<file path="src/rtl/unidade_acesso_memoria_pkg.sv">
`default_nettype none
// ============================================================================
// Module      : unidade_acesso_memoria_pkg
// Description : Shared definitions for the memory access unit: access-size
//               codes, FSM state encoding and the alignment rule.
// Revision    : 1.0 - initial release
// ============================================================================
package unidade_acesso_memoria_pkg;

    // Access size codes (11 is not listed and is handled as a word)
    localparam logic [1:0] c_size_word = 2'b00;
    localparam logic [1:0] c_size_half = 2'b01;
    localparam logic [1:0] c_size_byte = 2'b10;

    // FSM state encoding
    typedef logic [2:0] state_t;
    localparam state_t c_st_idle = 3'd0;
    localparam state_t c_st_rd1  = 3'd1;
    localparam state_t c_st_rd2  = 3'd2;
    localparam state_t c_st_wr   = 3'd3;
    localparam state_t c_st_done = 3'd4;
    localparam state_t c_st_err  = 3'd5;

    // Halfwords need an even address, words (and code 11) need a 4-byte
    // aligned address; bytes can never be misaligned.
    function automatic logic is_misaligned(input logic [1:0] size,
                                           input logic [1:0] offset);
        logic r;
        case (size)
            c_size_byte: r = 1'b0;
            c_size_half: r = offset[0];
            default:     r = (offset != 2'b00);
        endcase
        return r;
    endfunction

endpackage
`default_nettype wire

</file>
<file path="src/rtl/unidade_acesso_memoria_if.sv">
`default_nettype none
// ============================================================================
// Module      : unidade_acesso_memoria_if
// Description : Request and memory-bus signals of the memory access unit.
//               slave  : the access unit (samples request, drives memory).
//               master : the requester / memory model.
//   start, op_write, size, sign_ext, addr, wdata : request
//   mem_rdata                                    : memory read word
//   mem_addr, mem_wdata, mem_we                  : memory write/address side
//   busy, done, misaligned, mdr                  : status and load result
// Revision    : 1.0 - initial release
// ============================================================================
interface unidade_acesso_memoria_if;
    logic        start;
    logic        op_write;
    logic [1:0]  size;
    logic        sign_ext;
    logic [31:0] addr;
    logic [31:0] wdata;
    logic [31:0] mem_rdata;
    logic [31:0] mem_addr;
    logic [31:0] mem_wdata;
    logic        mem_we;
    logic        busy;
    logic        done;
    logic        misaligned;
    logic [31:0] mdr;

    modport slave (
        input  start, op_write, size, sign_ext, addr, wdata, mem_rdata,
        output mem_addr, mem_wdata, mem_we, busy, done, misaligned, mdr
    );

    modport master (
        output start, op_write, size, sign_ext, addr, wdata, mem_rdata,
        input  mem_addr, mem_wdata, mem_we, busy, done, misaligned, mdr
    );
endinterface
`default_nettype wire

</file>
<file path="src/rtl/unidade_acesso_memoria_alinhador_bytes.sv">
`default_nettype none
// ============================================================================
// Module      : alinhador_bytes
// Description : Little-endian lane handling. Extracts the addressed byte or
//               halfword of a memory word (sign- or zero-extended) and builds
//               the word to store by replacing only the addressed lane(s).
//   i_word      : word read from memory
//   i_offset    : byte offset addr[1:0]
//   i_size      : access size code
//   i_sign_ext  : 1 = sign-extend sub-word loads
//   i_wdata     : store data (low byte/halfword used for sub-word stores)
//   o_extracted : load result
//   o_merged    : word to write back
// Revision    : 1.0 - initial release
// ============================================================================
module alinhador_bytes
    import unidade_acesso_memoria_pkg::*;
(
    input  logic [31:0] i_word,
    input  logic [1:0]  i_offset,
    input  logic [1:0]  i_size,
    input  logic        i_sign_ext,
    input  logic [31:0] i_wdata,
    output logic [31:0] o_extracted,
    output logic [31:0] o_merged
);

    logic [7:0]  w_byte;
    logic [15:0] w_half;

    always_comb begin
        w_byte      = i_word[{i_offset, 3'b000} +: 8];
        w_half      = i_offset[1] ? i_word[31:16] : i_word[15:0];
        o_extracted = i_word;
        o_merged    = i_wdata;
        case (i_size)
            c_size_byte: begin
                o_extracted = {{24{i_sign_ext & w_byte[7]}}, w_byte};
                o_merged    = i_word;
                o_merged[{i_offset, 3'b000} +: 8] = i_wdata[7:0];
            end
            c_size_half: begin
                o_extracted = {{16{i_sign_ext & w_half[15]}}, w_half};
                o_merged    = i_word;
                o_merged[{i_offset[1], 4'b0000} +: 16] = i_wdata[15:0];
            end
            default: ;
        endcase
    end

endmodule
`default_nettype wire

</file>
<file path="src/rtl/unidade_acesso_memoria.sv">
`default_nettype none
// ============================================================================
// Module      : unidade_acesso_memoria
// Description : Memory access unit. Performs word/halfword/byte loads and
//               stores against a word-wide memory with one-cycle read latency.
//               Sub-word stores are read-modify-write.
//   clock   : sole clock, rising edge
//   reset_n : asynchronous active-low reset
//   bus     : request/memory/status signals (slave modport)
// Revision    : 1.0 - initial release
// ============================================================================
module unidade_acesso_memoria
    import unidade_acesso_memoria_pkg::*;
(
    input  logic                      clock,
    input  logic                      reset_n,
    unidade_acesso_memoria_if.slave   bus
);

    state_t      r_state;
    logic [31:0] r_addr;
    logic [31:0] r_wdata;
    logic [1:0]  r_size;
    logic        r_write;
    logic        r_sext;
    logic [31:0] r_mdr;
    logic [31:0] r_wbuf;

    logic [31:0] w_extracted;
    logic [31:0] w_merged;
    logic        w_req_mis;
    logic        w_req_word;
    logic        w_lat_word;

    // Alignment and size classification act on the live request so the
    // IDLE decision is taken in the sampling cycle itself.
    assign w_req_mis  = is_misaligned(bus.size, bus.addr[1:0]);
    assign w_req_word = (bus.size != c_size_half) && (bus.size != c_size_byte);
    assign w_lat_word = (r_size != c_size_half) && (r_size != c_size_byte);

    alinhador_bytes u_alinhador (
        .i_word      (bus.mem_rdata),
        .i_offset    (r_addr[1:0]),
        .i_size      (r_size),
        .i_sign_ext  (r_sext),
        .i_wdata     (r_wdata),
        .o_extracted (w_extracted),
        .o_merged    (w_merged)
    );

    always_ff @(posedge clock or negedge reset_n) begin
        if (!reset_n) begin
            r_state <= c_st_idle;
            r_addr  <= '0;
            r_wdata <= '0;
            r_size  <= c_size_word;
            r_write <= 1'b0;
            r_sext  <= 1'b0;
            r_mdr   <= '0;
            r_wbuf  <= '0;
        end else begin
            case (r_state)
                c_st_idle: begin
                    if (bus.start) begin
                        r_addr  <= bus.addr;
                        r_wdata <= bus.wdata;
                        r_size  <= bus.size;
                        r_write <= bus.op_write;
                        r_sext  <= bus.sign_ext;
                        if (w_req_mis)
                            r_state <= c_st_err;
                        else if (bus.op_write && w_req_word)
                            r_state <= c_st_wr;
                        else
                            r_state <= c_st_rd1;
                    end
                end
                c_st_rd1: r_state <= c_st_rd2;
                c_st_rd2: begin
                    // mem_rdata now holds the word addressed during RD1
                    if (r_write) begin
                        r_wbuf  <= w_merged;
                        r_state <= c_st_wr;
                    end else begin
                        r_mdr   <= w_extracted;
                        r_state <= c_st_done;
                    end
                end
                c_st_wr:   r_state <= c_st_done;
                c_st_done: r_state <= c_st_idle;
                c_st_err:  r_state <= c_st_idle;
                default:   r_state <= c_st_idle;
            endcase
        end
    end

    assign bus.mem_addr   = {r_addr[31:2], 2'b00};
    assign bus.mem_wdata  = w_lat_word ? r_wdata : r_wbuf;
    assign bus.mem_we     = (r_state == c_st_wr);
    assign bus.busy       = (r_state != c_st_idle);
    assign bus.done       = (r_state == c_st_done) || (r_state == c_st_err);
    assign bus.misaligned = (r_state == c_st_err);
    assign bus.mdr        = r_mdr;

endmodule
`default_nettype wire

</file>
<file path="src/flat_wrapper.sv">
// flat-port wrapper written by rule: the top's interface ports become plain ports
module unidade_acesso_memoria_flat import unidade_acesso_memoria_pkg::*;
  (clock, reset_n, bus_start, bus_op_write, bus_size, bus_sign_ext, bus_addr, bus_wdata, bus_mem_rdata, bus_mem_addr, bus_mem_wdata, bus_mem_we, bus_busy, bus_done, bus_misaligned, bus_mdr);
  unidade_acesso_memoria_if bus_i ();
  input  logic clock;
  input  logic reset_n;
  input wire logic [$bits(bus_i.start)-1:0] bus_start;
  input wire logic [$bits(bus_i.op_write)-1:0] bus_op_write;
  input wire logic [$bits(bus_i.size)-1:0] bus_size;
  input wire logic [$bits(bus_i.sign_ext)-1:0] bus_sign_ext;
  input wire logic [$bits(bus_i.addr)-1:0] bus_addr;
  input wire logic [$bits(bus_i.wdata)-1:0] bus_wdata;
  input wire logic [$bits(bus_i.mem_rdata)-1:0] bus_mem_rdata;
  output wire logic [$bits(bus_i.mem_addr)-1:0] bus_mem_addr;
  output wire logic [$bits(bus_i.mem_wdata)-1:0] bus_mem_wdata;
  output wire logic [$bits(bus_i.mem_we)-1:0] bus_mem_we;
  output wire logic [$bits(bus_i.busy)-1:0] bus_busy;
  output wire logic [$bits(bus_i.done)-1:0] bus_done;
  output wire logic [$bits(bus_i.misaligned)-1:0] bus_misaligned;
  output wire logic [$bits(bus_i.mdr)-1:0] bus_mdr;
  assign bus_i.start = bus_start;
  assign bus_i.op_write = bus_op_write;
  assign bus_i.size = bus_size;
  assign bus_i.sign_ext = bus_sign_ext;
  assign bus_i.addr = bus_addr;
  assign bus_i.wdata = bus_wdata;
  assign bus_i.mem_rdata = bus_mem_rdata;
  assign bus_mem_addr = bus_i.mem_addr;
  assign bus_mem_wdata = bus_i.mem_wdata;
  assign bus_mem_we = bus_i.mem_we;
  assign bus_busy = bus_i.busy;
  assign bus_done = bus_i.done;
  assign bus_misaligned = bus_i.misaligned;
  assign bus_mdr = bus_i.mdr;
  unidade_acesso_memoria u_core (.clock(clock), .reset_n(reset_n), .bus(bus_i));
endmodule
</file>
<file path="config.mk">
export PLATFORM = sky130hd
export DESIGN_NAME = unidade_acesso_memoria_flat
export DESIGN_NICKNAME = d
export VERILOG_FILES = /design/src/rtl/unidade_acesso_memoria_pkg.sv /design/src/rtl/unidade_acesso_memoria_if.sv /design/src/rtl/unidade_acesso_memoria_alinhador_bytes.sv /design/src/rtl/unidade_acesso_memoria.sv /design/src/flat_wrapper.sv
export SDC_FILE = /design/constraint.sdc
export NUM_CORES = 1
export LEC_CHECK = 0
export CAP_MARGIN = 20
export CORE_MARGIN = 2
export CORE_UTILIZATION = 50
export DETAILED_ROUTE_END_ITERATION = 8
export HOLD_SLACK_MARGIN = 0.08
export PLACE_DENSITY = 0.79
export SYNTH_ARGS = -nofsm -noshare
export SYNTH_HDL_FRONTEND = slang
export SYNTH_HIERARCHICAL = 1
export SYNTH_SLANG_ARGS = --single-unit
</file>
<file path="constraint.sdc">
create_clock -name clock -period 5.1 [get_ports clock]
set_input_delay 0.765 -clock clock [delete_from_list [all_inputs] [get_ports clock]]
set_output_delay 0.765 -clock clock [all_outputs]
set_load 0.01 [all_outputs]
</file>
==> impl_metrics.env <==
export IMPL_synthesis_area_um2=7560
export IMPL_core_area_um2=14600
export IMPL_yosysSeqAreaShare=0.447
export IMPL_synth_simple_area_share=0.0438
export IMPL_portBuffers=200
export IMPL_nets=879
export IMPL_ios=203
export IMPL_timing_hold_ws_ns=0.258
export IMPL_rsz0062_at_grt="no"
export IMPL_cpPeakStageDelay_ns=0.49
export IMPL_setup_worst_path_class="reg2out"
export IMPL_grt_pass1_vias=5978
export IMPL_synth_edf_count=0
export IMPL_cts_tree="yes"
export IMPL_synth_cells=612
export IMPL_synth_fa_ha_area_frac=0.0132
export IMPL_synth_top_family_by_area="multiplexers"
export IMPL_track_usage=0.272
export IMPL_max_freq_mhz=315
export IMPL_crit_fanout=31
export IMPL_ir_drop_uv=488
export IMPL_wl_met1_um=8970
export IMPL_ys_flop_type="dfrtp_1"
export IMPL_via_per_inst=5.97
export IMPL_min_period_ns=3.18
export IMPL_crit_start="u_core/r_size[0]"
export IMPL_hp_class="in2async"
export IMPL_finalHoldViolations=0
export IMPL_cts_setup_buffers=0
export IMPL_clkTransAtPathRegs_ns=0.06
export IMPL_drv_cap=0
export IMPL_synth_seq_cells=135
export IMPL_insertion_delay_ns=0.42
export IMPL_r2r_start="u_core/r_addr[1]"
export IMPL_synth_most_common_cell="mux2_2"
export IMPL_finalCritPeriodShare=0.623
export IMPL_dr_wl_met3_um=1490
export IMPL_antenna_found_initial=0
export IMPL_cts_htree_levels=4
export IMPL_vias=5757
export IMPL_die_area_um2=16100
export IMPL_synth_compound_area_frac=0.142
export IMPL_crit_slowest_cell="clkdlybuf4s50_1"
export IMPL_synth_xor_area_frac=0.00116
export IMPL_setup_viol=0
export IMPL_cts_buffer_depth=2
export IMPL_grt_start_max_net_pins=71
export IMPL_routedWlPerCell_um=22.2
export IMPL_tightest_slew_ns=1.13
export IMPL_crit_required_ns=4.34
export IMPL_synth_top_cell_by_area="dfrtp_1"
export IMPL_ys_warnings_count=6
export IMPL_met2_length_um=10300
export IMPL_rows=44
export IMPL_post_dp_hpwl_um=15200
export IMPL_slew_viol_final=0
export IMPL_holdBufCountCts=0
export IMPL_syn_to_final_growth_pct=33.0
export IMPL_muxShareOfSynthArea=0.284
export IMPL_numCtsBuffers=17
export IMPL_first_iter_violations=454
export IMPL_synth_area_top_cells="dfrtp_1 (45%), mux2_2 (23%), a22oi_1 (4.1%), mux2_1 (3.7%), buf_4 (3.6%)"
export IMPL_start_util=0.516
export IMPL_grt_pass1_wl_um=33800
export IMPL_fin_skew_ns=0.00774
export IMPL_status="completed"
export IMPL_arrival_ns=2.41
export IMPL_top_layer="met4"
export IMPL_synth_common_cells="mux2_2 (156), dfrtp_1 (135), a22oi_1 (41)"
export IMPL_synth_cell_types=50
export IMPL_async_reset_ff_frac=1.00
export IMPL_crit_path_end_kind="primary output"
export IMPL_cts_sinks=135
export IMPL_yosysTopAreaCellShare=0.447
export IMPL_layout_drive_gt1_share=0.270
export IMPL_fp_dieH_um=127
export IMPL_power_density_nw_per_um2=751
export IMPL_start_kind="flip-flop"
export IMPL_reg2reg_slack_ns=1.93
export IMPL_crit_chain="xor2_2 -> buf_4 -> mux2_2 -> clkdlybuf4s50_1"
export IMPL_dr_pass1_iters=5
export IMPL_drc_errors=0
export IMPL_overflow=0
export IMPL_slew_headroom=0.249
export IMPL_fin_util=0.687
export IMPL_leakage_nw=4.23
export IMPL_gp_congestion=0.891
export IMPL_postRouteAntennaNets=0
export IMPL_cts_resized=0
export IMPL_setup_tns_ns=0
export IMPL_dieWidth_um=127
export IMPL_syn_area_per_cell_um2=12.4
export IMPL_n_antenna_cell=0
export IMPL_cts_root_buf="clkbuf_16"
export IMPL_wirelength_um=21400
critical path, delay by kind of cell (launching register included):
family	cells	cell delay, ns
XOR/XNOR	1	0.22
buffers and inverters	2	0.91
flip-flops	1	0.43
multiplexers	1	0.39
layout make-up:
cell class | count | area (um^2)
fill | 1066 | 4580
multi-input combinational | 397 | 3690
sequential | 135 | 3380
timing repair buffer | 208 | 2100
clock buffer | 25 | 515
tap | 184 | 230
clock inverter | 7 | 114
inverter | 9 | 33.8
cells in the final DEF (no fill, tap or decap), drive strengths merged, types with 3 or more instances in the layout:
master	synthesis	routed
o21ai	21	21
o21a	6	6
clkbuf	15	25
a22o	17	17
clkdlybuf4s50	0	199
nand2	19	19
nor2	8	8
nor3	3	3
clkinv	0	4
mux2	181	181
a221o	8	8
nand2b	6	6
ha	8	8
o31ai	7	7
a21oi	12	12
a21o	17	17
bufinv	0	3
a32oi	5	5
a22oi	41	41
inv	9	9
dfrtp	135	135
mux2i	9	9
buf	57	9
o2bb2ai	5	5
state kept, by name (all words and copies together) (netlist names):
signal,cells
u_core/r_sext,1
u_core/r_state,3
u_core/r_size,2
u_core/r_write,1
u_core/bus.mdr,32
u_core/r_addr,32
u_core/r_wdata,32
u_core/r_wbuf,32
power by group:
part	internal, mW	switching, mW
clock network	0.845	0.451
registers	1.58	0.516
logic	2.31	1.85
worst paths after layout:
path / end / depth (start not counted)
max: bus_mem_wdata[1] / 4
min: u_core/bus.mdr[4] / 1
max reg2reg: u_core/r_wbuf[26] / 7
min reg2reg: u_core/bus.mdr[30] / 1
max in group asynchronous: u_core/r_wbuf[18] / 2
min in group clock: u_core/bus.mdr[30] / 1
cell families after synthesis:
| kind of cell | Yosys count |
|---|---|
| AOI/OAI and AO/OA | 145 |
| DFF | 135 |
| buffers and inverters | 81 |
| other | 1 |
| xor gates and xnor gates | 1 |
| and+or+nand+nor | 50 |
| adders and majority gates | 8 |
| muxes | 191 |
per-layer routing:
metal / track usage / vias to the layer above
met1: 0.352 / 2904
met5: 0 / -
met4: 0.114 / 0
met3: 0.0699 / 48
li1: - / 2567
met2: 0.437 / 238
through the flow:
stage               power, mW  cell area, um^2  instances  setup slack, ns
floorplan                4.70             7570        613             2.86
global placement         6.05             9380        931             2.14
detailed placement       6.18             9380        931             2.00
CTS                      7.53            10000        963             1.89
global route             7.98            10100        965             1.74
finish                   7.56            10100        965             1.92
Power figures use the tool's default switching activity.
